<file path="src/rtl/launch_actuator_pkg.sv">
// Shared types and default 50 MHz timing constants for the launch actuator.
package launch_actuator_pkg;

   typedef enum logic [1:0] {
      StIdle,
      StArmed,
      StTrigger,
      StCooldown
   } state_t;

   localparam int unsigned PWM_PERIOD = 1000000;
   localparam int unsigned SERVO_MIN  = 50000;
   localparam int unsigned SERVO_STEP = 278;
   localparam int unsigned ANGLE_MAX  = 180;

   localparam logic [7:0] VELOCITY_MAX = 8'd255;

endpackage

</file>
<file path="src/rtl/launch_actuator_pwm_gen.sv">
// Frame-based PWM generator: the duty is sampled only at frame start, output is registered.
module pwm_gen #(
   parameter int unsigned CNT_W  = 8,
   parameter int unsigned PERIOD = 256
) (
   input  logic             clock,
   input  logic             reset,
   input  logic [CNT_W-1:0] duty,
   output logic             pwm
);

   localparam logic [CNT_W-1:0] LAST = CNT_W'(PERIOD - 1);

   logic [CNT_W-1:0] count_q, count_d;
   logic [CNT_W-1:0] width_q, width_d;
   logic             pwm_d;

   always_comb begin
      count_d = (count_q == LAST) ? '0 : count_q + CNT_W'(1);
      // The count-0 cycle already compares against the freshly sampled duty.
      width_d = (count_q == '0) ? duty : width_q;
      pwm_d   = (count_q < width_d);
   end

   always_ff @(posedge clock or posedge reset) begin
      if (reset) begin
         count_q <= '0;
         width_q <= '0;
         pwm     <= 1'b0;
      end else begin
         count_q <= count_d;
         width_q <= width_d;
         pwm     <= pwm_d;
      end
   end

endmodule

</file>
<file path="src/rtl/launch_actuator.sv">
// Launcher drive: servo/motor PWM from the active setpoint and a settle-gated timed trigger.
module launch_actuator #(
   parameter int unsigned PWM_PERIOD      = launch_actuator_pkg::PWM_PERIOD,
   parameter int unsigned SERVO_MIN       = launch_actuator_pkg::SERVO_MIN,
   parameter int unsigned SERVO_STEP      = launch_actuator_pkg::SERVO_STEP,
   parameter int unsigned ANGLE_MAX       = launch_actuator_pkg::ANGLE_MAX,
   parameter int unsigned SETTLE_CYCLES   = 25000000,
   parameter int unsigned TRIGGER_CYCLES  = 10000000,
   parameter int unsigned COOLDOWN_CYCLES = 15000000
) (
   input  logic        clock,
   input  logic        reset,
   input  logic [31:0] angle_in,
   input  logic [31:0] velocity_in,
   input  logic        fire_in,
   output logic        servo_pwm,
   output logic        motor_pwm,
   output logic        trigger_out,
   output logic        busy,
   output logic        settled,
   output logic [7:0]  fired_count
);

   import launch_actuator_pkg::*;

   state_t      state_q, state_d;
   logic [31:0] angle_q, angle_d, angle_clamped;
   logic [7:0]  vel_q, vel_d, vel_clamped;
   logic [31:0] timer_q, timer_d;
   logic [31:0] dur_q, dur_d;
   logic [7:0]  count_q, count_d;
   logic [31:0] servo_width;
   logic        setpoint_change;
   logic        trigger_done;
   logic        cooldown_done;

   // Setpoint loading and settle timer
   always_comb begin
      angle_clamped = (angle_in > ANGLE_MAX) ? ANGLE_MAX : angle_in;
      vel_clamped   = (velocity_in > 32'(VELOCITY_MAX)) ? VELOCITY_MAX : velocity_in[7:0];
      angle_d       = angle_q;
      vel_d         = vel_q;
      if (state_q == StIdle) begin
         angle_d = angle_clamped;
         vel_d   = vel_clamped;
      end
      setpoint_change = (angle_d != angle_q) || (vel_d != vel_q);
      if (setpoint_change) begin
         timer_d = '0;
      end else if (timer_q != SETTLE_CYCLES) begin
         timer_d = timer_q + 32'd1;
      end else begin
         timer_d = timer_q;
      end
      servo_width = SERVO_MIN + angle_q * SERVO_STEP;
   end

   always_ff @(posedge clock or posedge reset) begin
      if (reset) begin
         angle_q <= '0;
         vel_q   <= '0;
         timer_q <= '0;
         dur_q   <= '0;
         count_q <= '0;
      end else begin
         angle_q <= angle_d;
         vel_q   <= vel_d;
         timer_q <= timer_d;
         dur_q   <= dur_d;
         count_q <= count_d;
      end
   end

   // FSM: state register
   always_ff @(posedge clock or posedge reset) begin
      if (reset) begin
         state_q <= StIdle;
      end else begin
         state_q <= state_d;
      end
   end

   // FSM: next state, shared duration counter and shot counter
   always_comb begin
      trigger_done  = (state_q == StTrigger) && (dur_q == TRIGGER_CYCLES - 1);
      cooldown_done = (state_q == StCooldown) && (dur_q == COOLDOWN_CYCLES - 1);
      state_d       = state_q;
      unique case (state_q)
         StIdle:     if (fire_in) state_d = StArmed;
         StArmed:    if (settled) state_d = StTrigger;
         StTrigger:  if (trigger_done) state_d = StCooldown;
         StCooldown: if (cooldown_done) state_d = StIdle;
         default:    state_d = StIdle;
      endcase
      if ((state_d != state_q) || (state_q == StIdle) || (state_q == StArmed)) begin
         dur_d = '0;
      end else begin
         dur_d = dur_q + 32'd1;
      end
      count_d = trigger_done ? count_q + 8'd1 : count_q;
   end

   // FSM: outputs
   always_comb begin
      trigger_out = (state_q == StTrigger);
      busy        = (state_q != StIdle);
      settled     = (timer_q == SETTLE_CYCLES);
      fired_count = count_q;
   end

   pwm_gen #(
      .CNT_W  (32),
      .PERIOD (PWM_PERIOD)
   ) u_servo_pwm (
      .clock (clock),
      .reset (reset),
      .duty  (servo_width),
      .pwm   (servo_pwm)
   );

   pwm_gen #(
      .CNT_W  (8),
      .PERIOD (256)
   ) u_motor_pwm (
      .clock (clock),
      .reset (reset),
      .duty  (vel_q),
      .pwm   (motor_pwm)
   );

endmodule
</file>
<file path="config.mk">
export PLATFORM = sky130hd
export DESIGN_NAME = launch_actuator
export DESIGN_NICKNAME = d
export VERILOG_FILES = /design/src/rtl/launch_actuator_pkg.sv /design/src/rtl/launch_actuator_pwm_gen.sv /design/src/rtl/launch_actuator.sv
export SDC_FILE = /design/constraint.sdc
export NUM_CORES = 1
export LEC_CHECK = 0
export CAP_MARGIN = 30
export CORE_ASPECT_RATIO = 1.25
export CORE_UTILIZATION = 49
export CTS_CLUSTER_SIZE = 12
export DETAILED_ROUTE_END_ITERATION = 10
export PLACE_DENSITY = 0.77
export SLEW_MARGIN = 15
export SYNTH_ARGS = -nofsm -noshare
export SYNTH_HDL_FRONTEND = slang
export SYNTH_HIERARCHICAL = 1
export SYNTH_SLANG_ARGS = --single-unit
</file>
<file path="constraint.sdc">
create_clock -name clock -period 13.3 [get_ports clock]
set_input_delay 2.66 -clock clock [delete_from_list [all_inputs] [get_ports clock]]
set_output_delay 2.66 -clock clock [all_outputs]
set_load 0.05 [all_outputs]
</file>
==> results of run 1 <==
[cell families after synthesis]
family,Yosys count,share of synthesized area [%]
buffers and inverters,236,6.786
other,1,0.02611
xor gates and xnor gates,144,8.877
and+or+nand+nor,542,19.83
adders and majority gates,182,18.42
AOI/OAI and AO/OA,180,8.590
DFF,196,34.15
muxes,45,3.328
[power groups by stage]
stage / Clock, mW / Sequential (mW) / Combinational (mW)
floorplan: 0 / 0.627 / 0.0884
global placement: 0 / 0.630 / 0.127
detailed placement: 0 / 0.631 / 0.130
CTS: 0.537 / 0.619 / 0.131
global route: 0.563 / 0.621 / 0.147
finish: 0.525 / 0.619 / 0.129
[registers in the layout (all words and copies together) (netlist names)]
register / cells
vel_q: 8
state_q: 2
u_motor_pwm/width_q: 8
u_servo_pwm/width_q: 32
u_servo_pwm/pwm: 1
u_motor_pwm/pwm: 1
dur_q: 32
angle_q: 32
u_servo_pwm/count_q: 32
timer_q: 32
fired_count: 8
u_motor_pwm/count_q: 8
[routing by layer]
layer	track usage [%]	share of wire [%]
met5	0	0
met1	25.07	42
met2	38.54	54
met4	6.747	2.1
met3	3.226	2.4
[metrics by stage]
stage / cell area [sq um] / total power, mW
global route: 16150 / 1.331
detailed placement: 15560 / 0.7604
finish: 16150 / 1.273
global placement: 15470 / 0.7568
floorplan: 14370 / 0.7157
CTS: 16150 / 1.287
[layout make-up]
class	instances	area (sq um)	share of cell area (%)
Multi-Input combinational cell	1095	8487	52.54
Inverter	207	779.5	4.825
Clock buffer	18	429.2	2.657
Tap cell	390	488.0	3.021
Timing Repair Buffer	86	898.4	5.561
Sequential cell	196	4905	30.36
Clock inverter	14	167.7	1.038
[final timing paths]
kind                                   end  depth (start not counted)           start
setup / recovery           u_servo_pwm/pwm                         23      angle_q[6]
hold / removal              fired_count[7]                          1  fired_count[7]
setup reg to reg           u_servo_pwm/pwm                         23      angle_q[6]
hold reg to reg             fired_count[7]                          1  fired_count[7]
max in group asynchronous      timer_q[21]                          4           reset
min in group asynchronous      angle_q[27]                          2           reset
[cells in the final DEF, fill, tap and decap left out, types with 7 or more instances in the layout]
cell type        count
and4_1              18
o211ai_1             7
a21o_1               8
inv_2                8
nand4_1             41
clkbuf_16           17
dfrtp_1            196
xnor2_1             80
nor4_1              41
mux2i_1             35
ha_1               133
xor2_1              63
fa_1                49
nand3_1             50
o21ai_0             33
a211o_1              8
nor2_1             149
nand2_1             99
a21oi_1             58
nor3_1              34
o22ai_1             10
nor2b_1              8
a211oi_1             8
inv_1              198
and3_1              22
clkdlybuf4s50_1     79
and2_1              31
[worst register-to-register path, delay by kind of cell (launching register included)]
family / cells / cell delay, ns
AOI/OAI and AO/OA: 10 / 2.37
xor gates and xnor gates: 1 / 0.25
adders and majority gates: 5 / 2.08
buffers and inverters: 3 / 0.16
DFF: 1 / 0.47
muxes: 1 / 0.29
and+or+nand+nor: 3 / 0.92
==> reports/qor.txt, run 1 <==
wire length per cell: 15.10 microns
CTS clock-pin slew for the worst setup and hold paths: 0.07 ns
Root Buffer: clkbuf_16
Post-synth top cells: inv_1 (200), dfrtp_1 (196), nor2_1 (149)
cell row count: 69
Final Skew: 0.01138 ns
crit start category: register
DIE WIDTH: 155.1 microns
total vias in the final route: 10,871
switching part of the total: 26.64%
Seq pwr share: 48.6%
synth top area cells: dfrtp_1 (34%), ha_1 (12%), fa_1 (6.8%)
Leakage: 7.607 nW
initial antenna violation count: 0
most common cell in the synthesized netlist: inv_1
internal power: 934.1 uW
setup TNS: 0 ns
setup bufs post-CTS: 0
CTS Sinks: 196
Crit path largest cell delay: 0.61 ns
total of max-cap violations: 0
Area Growth Syn to Fin: 12.47%
initial core utilization: 50.11%
post-synthesis cell count: 1,526
cts bufs inserted: 17
post-detail-place hpwl: 23,740 microns
Core ar.: 28,660 sq um
Avg Cell Area, Syn: 9.412 sq um
Ys Warns: 6
fin crit share: 49.79%
post-layout util: 56.36%
Final ANT Viol Nets: 0
Yosys reg bits: 196
P per Cell Area: 78.83 nW/um^2
worst skew pair latency: 0.45 ns
outcome: finished clean
RSZ-0062 raised after global routing: false
DRC Markers: 0
drt first pass iters: 5
Worst Path Buf+Inv: 3
gr usage total: 21.10%
Largest delay share family, worst path: compound AO/OA/AOI/OAI gates
Async SR Flop Fraction: 100.0%
TritonCTS clock tree: yes
pin count of the biggest net entering global routing: 66
Max Slew Vio Count: 0
die height: 193.4 microns
IO buf count: 79
I/O Pins: 80
first-pass GRT wire length: 51,350 microns
part of the power in combinational logic: 10.2%
synth unique cells: 85
vias in the first global route: 10,812
Crit Path Max Fanout: 11
DP Cell Count: 1,974
final worst-path setup slack: 6.677 ns
final hold vios: 0
crit path time final: 6.623 ns
Post-CTS Hold Buffers: 0
cell accounting for the most synthesized area: dfrtp_1
number of synthesized flops with an enable pin: 0
Clk pwr share: 41.2%
Die ar.: 30,000 sq um
Worst VDD drop: 67.21 uV
Filler cells: 2,467
flop-to-flop setup slack: 6.68 ns
kind of critical path: reg -> reg
Via density: 5.419
CP required: 13.66 ns
Switch Pwr: 339.2 uW
achievable clock frequency: 151.0 MHz
Nets: 1,852
fraction of the yosys area taken by sequential cells: 34.15%
Worst-Margin Slew: 0.8391 ns
GPL Wtd Cong: 0.9041
total wire length: 30,280 microns
Clock H-tree levels: 4
CTS Buffer Depth: 2
Post-Syn Area: 14,360 sq um
Final Instance Count excl. Fillers: 2,006
global route overflow: 0
hold_ws: 0.4763 ns
Synth Flop Type: dfrtp_1
post-synth top area share: 34.15%
Crit. End Element: register
worst hold path class: reg -> reg
initial detailed-routing violation count: 529
worst path cell trace: ha_1, fa_1, inv_1, fa_1, inv_1, ha_1, a21oi_1, o21ai_0, a22oi_1, o211ai_4, a2111oi_4, o2111ai_2, or4b_4, nor4_2, xnor3_1, mux2_2, inv_1, ha_1, a21oi_1, o21ai_0, a211oi_1, nand4_1, o22ai_1
max_slew headroom: 44.06%
arrival time at the worst endpoint: 6.99 ns
cts repair resizes: 0
pre-CTS worst setup slack: 6.709 ns
n_diodes: 0
layout cells sized above 1: 5.507%
endpoints failing setup: 0
CP max stage cell: or4b_4
Note: power is estimated with default switching activity, not from simulation.
==> inputs of run 2 (changes only) <==
==> constraint.sdc (replaced) <==
create_clock -name clock -period 6.1 [get_ports clock]
set_input_delay 1.22 -clock clock [delete_from_list [all_inputs] [get_ports clock]]
set_output_delay 1.22 -clock clock [all_outputs]
set_load 0.05 [all_outputs]
==> run 2 against run 1 <==
  * Wire length increased by 11%
  * Sequential share of layout area decreased by 1.9 points
  * Via count increased by 5.6%
  * Cell count increased by 3.4%
  * Fmax increased by 9.0%
  * Global-route usage increased by 0.31 points
  * Critical path depth increased by 1
  * Clock power increased by 120%
  * Clock skew increased by 0.0023 ns
  * Design area increased by 6.9%
  * Largest power group unchanged
  * Highest routed layer unchanged
==> reports/qor.txt, run 2 (synthesis gave the netlist of run 1 again) <==
Final Cell Area: 17,260 sq um (+6.9%)
post-layout util: 60.23% (+3.9 points)
Clock H-tree levels: 4 (unchanged)
CP required: 6.47 ns (-7.19 ns)
CTS Buffer Depth: 2 (unchanged)
Nets: 1,920 (+3.7%)
Via density: 5.537 (+2.2%)
Area Growth Syn to Fin: 20.19%
most common cell after layout, fill and taps aside: inv_1
achievable clock frequency: 164.5 MHz (+9.0%)
Crit. End Element: register
layout cells sized above 1: 14.61% (+9.1 points)
final hold vios: 0 (unchanged)
GPL Wtd Cong: 0.9509 (+5.2%)
Final Skew: 0.01364 ns (+0.002262 ns)
part of the power in combinational logic: 13.3% (+3.1 points)
Crit Path Max Fanout: 6 (-5)
worst hold stages: 2 (+1)
post-detail-place hpwl: 23,750 microns (about the same)
n_diodes: 0 (unchanged)
drt first pass iters: 5 (unchanged)
pre-CTS worst setup slack: -0.06504 ns (-6.774 ns)
cts bufs inserted: 17 (unchanged)
TritonCTS clock tree: yes
max_slew headroom: 41.98% (-2.1 points)
internal power: 2.089 mW (+120%)
Core ar.: 28,660 sq um (unchanged)
worst skew pair latency: 0.46 ns (about the same)
endpoints failing setup: 0 (unchanged)
P per Cell Area: 166.8 nW/um^2 (+110%)
cell row count: 69 (unchanged)
most frequent cells in the layout: inv_1 (194), dfrtp_1 (186), nor2_1 (149)
Final ANT Viol Nets: 0 (unchanged)
worst hold path class: reg -> reg
Switch Pwr: 791.4 uW (+130%)
gr usage total: 21.41% (+0.31 points)
I/O Pins: 80 (unchanged)
total vias in the final route: 11,484 (+5.6%)
Root Buffer: clkbuf_16
Worst-Margin Slew: 0.8703 ns (+0.03115 ns)
arrival time at the worst endpoint: 6.45 ns (-0.54 ns)
pin count of the biggest net entering global routing: 66 (unchanged)
Max Slew Vio Count: 0 (unchanged)
wire length per cell: 16.23 microns (+7.5%)
Die ar.: 30,000 sq um (unchanged)
initial antenna violation count: 0 (unchanged)
total wire length: 33,660 microns (+11%)
initial core utilization: 50.11% (unchanged)
total of max-cap violations: 0 (unchanged)
final worst-path setup slack: 0.02202 ns (-6.655 ns)
initial detailed-routing violation count: 630 (+19%)
Clk pwr share: 39.8% (-1.4 points)
cell area after placement: 15,860 sq um (+1.9%)
die height: 193.4 microns (unchanged)
first-pass GRT wire length: 52,670 microns (+2.6%)
Leakage: 7.955 nW (+4.6%)
fin crit share: 99.64% (+50 points)
vias in the first global route: 11,356 (+5.0%)
DIE WIDTH: 155.1 microns (unchanged)
crit path time final: 6.078 ns (-0.5446 ns)
kind of critical path: reg -> reg
crit start category: register
DP Cell Count: 2,020 (+2.3%)
CTS Sinks: 196 (unchanged)
Filler cells: 2,287 (-7.3%)
outcome: finished clean
global route overflow: 0 (unchanged)
switching part of the total: 27.48% (+0.84 points)
worst r2r path cells: 24 (+4.3%)
Seq pwr share: 47.0% (-1.6 points)
Final Instance Count excl. Fillers: 2,074 (+3.4%)
Worst VDD drop: 178.8 uV (+170%)
CTS clock-pin slew for the worst setup and hold paths: 0.08 ns (about the same)
IO buf count: 79 (unchanged)
DRC Markers: 0 (unchanged)
RSZ-0062 raised after global routing: true
Post-CTS Hold Buffers: 0 (unchanged)
## run 2: changes by cell type in the layout (fill, tap and decap cells not counted), moves of 6 or more
cell / previous run / this run
buf_4: 3 / 70
ha_1: 133 / 104
ha_4: 0 / 27
a21oi_1: 58 / 46
a21oi_2: 0 / 11
o21ai_0: 33 / 22
dfrtp_1: 196 / 186
dfrtp_2: 0 / 10
nand2_1: 99 / 93
o21ai_1: 1 / 7
## run 2: final cells by class
class	instances	area (sq um)	area share, %
multi-input cells	1095	9076	52.58
flip-flops and latches	196	4917	28.48
repair buffers	154	1393	8.067
inverters	207	779.5	4.515
well taps	390	488.0	2.827
clock buffers	19	452.9	2.624
clock inverters	13	156.4	0.9060
## run 2: per-layer routing
layer | vias up | share of wire (%) | GRT usage (%)
met1 | 5636 | 40 | 25.59
met4 | 0 | 3.1 | 7.481
met2 | 246 | 54 | 38.84
li1 | 5511 | - | -
met5 | - | 0 | 0
met3 | 91 | 2.9 | 3.002
## run 2: final timing paths
check                                               end                    start  slack, ns
worst max-delay path                    u_servo_pwm/pwm               angle_q[9]       0.02
worst max register to register          u_servo_pwm/pwm               angle_q[9]       0.02
min in group asynchronous        u_motor_pwm/count_q[0]                    reset       1.35
worst min-delay path            u_servo_pwm/width_q[15]  u_servo_pwm/width_q[15]       0.49
worst min register to register  u_servo_pwm/width_q[15]  u_servo_pwm/width_q[15]       0.49
max in group asynchronous                fired_count[5]                    reset       3.53
## run 2: power groups by stage
stage | Combinational, mW | Sequential (mW) | Clock (mW)
6_report | 0.383 | 1.35 | 1.15
5_1_grt | 0.422 | 1.35 | 1.21
4_1_cts | 0.329 | 1.35 | 1.16
3_5_place_dp | 0.316 | 1.38 | 0
3_3_place_gp | 0.308 | 1.37 | 0
2_1_floorplan | 0.193 | 1.37 | 0
## run 2: per-stage QoR
step	power (mW)	TNS, ns	hold slack [ns]
3_5_place_dp	1.691	-0.06504	0.4754
4_1_cts	2.843	0	0.4922
3_3_place_gp	1.682	0	0.4622
5_1_grt	2.989	-0.2009	0.5079
6_report	2.880	0	0.4873
2_1_floorplan	1.561	0	0.4479
## run 2: what timing repair did
action,4_1_cts,5_1_grt
cloned,0,0
resized for setup,24,89
setup buffers,4,17
pin swaps,7,46
setup endpoints to repair,1,1
## run 2: critical path, stage by stage (launching register included)
cell and delay (ns):
dfrtp_2 0.53, ha_4 0.26, fa_1 0.55, inv_1 0.07, fa_1 0.56, inv_1 0.08, ha_4 0.30, nand4_1 0.14
a2111oi_4 0.28, buf_4 0.19, a22o_4 0.12, o211ai_4 0.09, a2111oi_4 0.36, o2111ai_2 0.19, or4b_4 0.55, nor4_4 0.23
xnor3_1 0.23, mux2_2 0.28, inv_1 0.06, ha_1 0.25, a21oi_2 0.15, o21ai_2 0.08, a211oi_2 0.16, nand4_1 0.14
o22ai_1 0.13
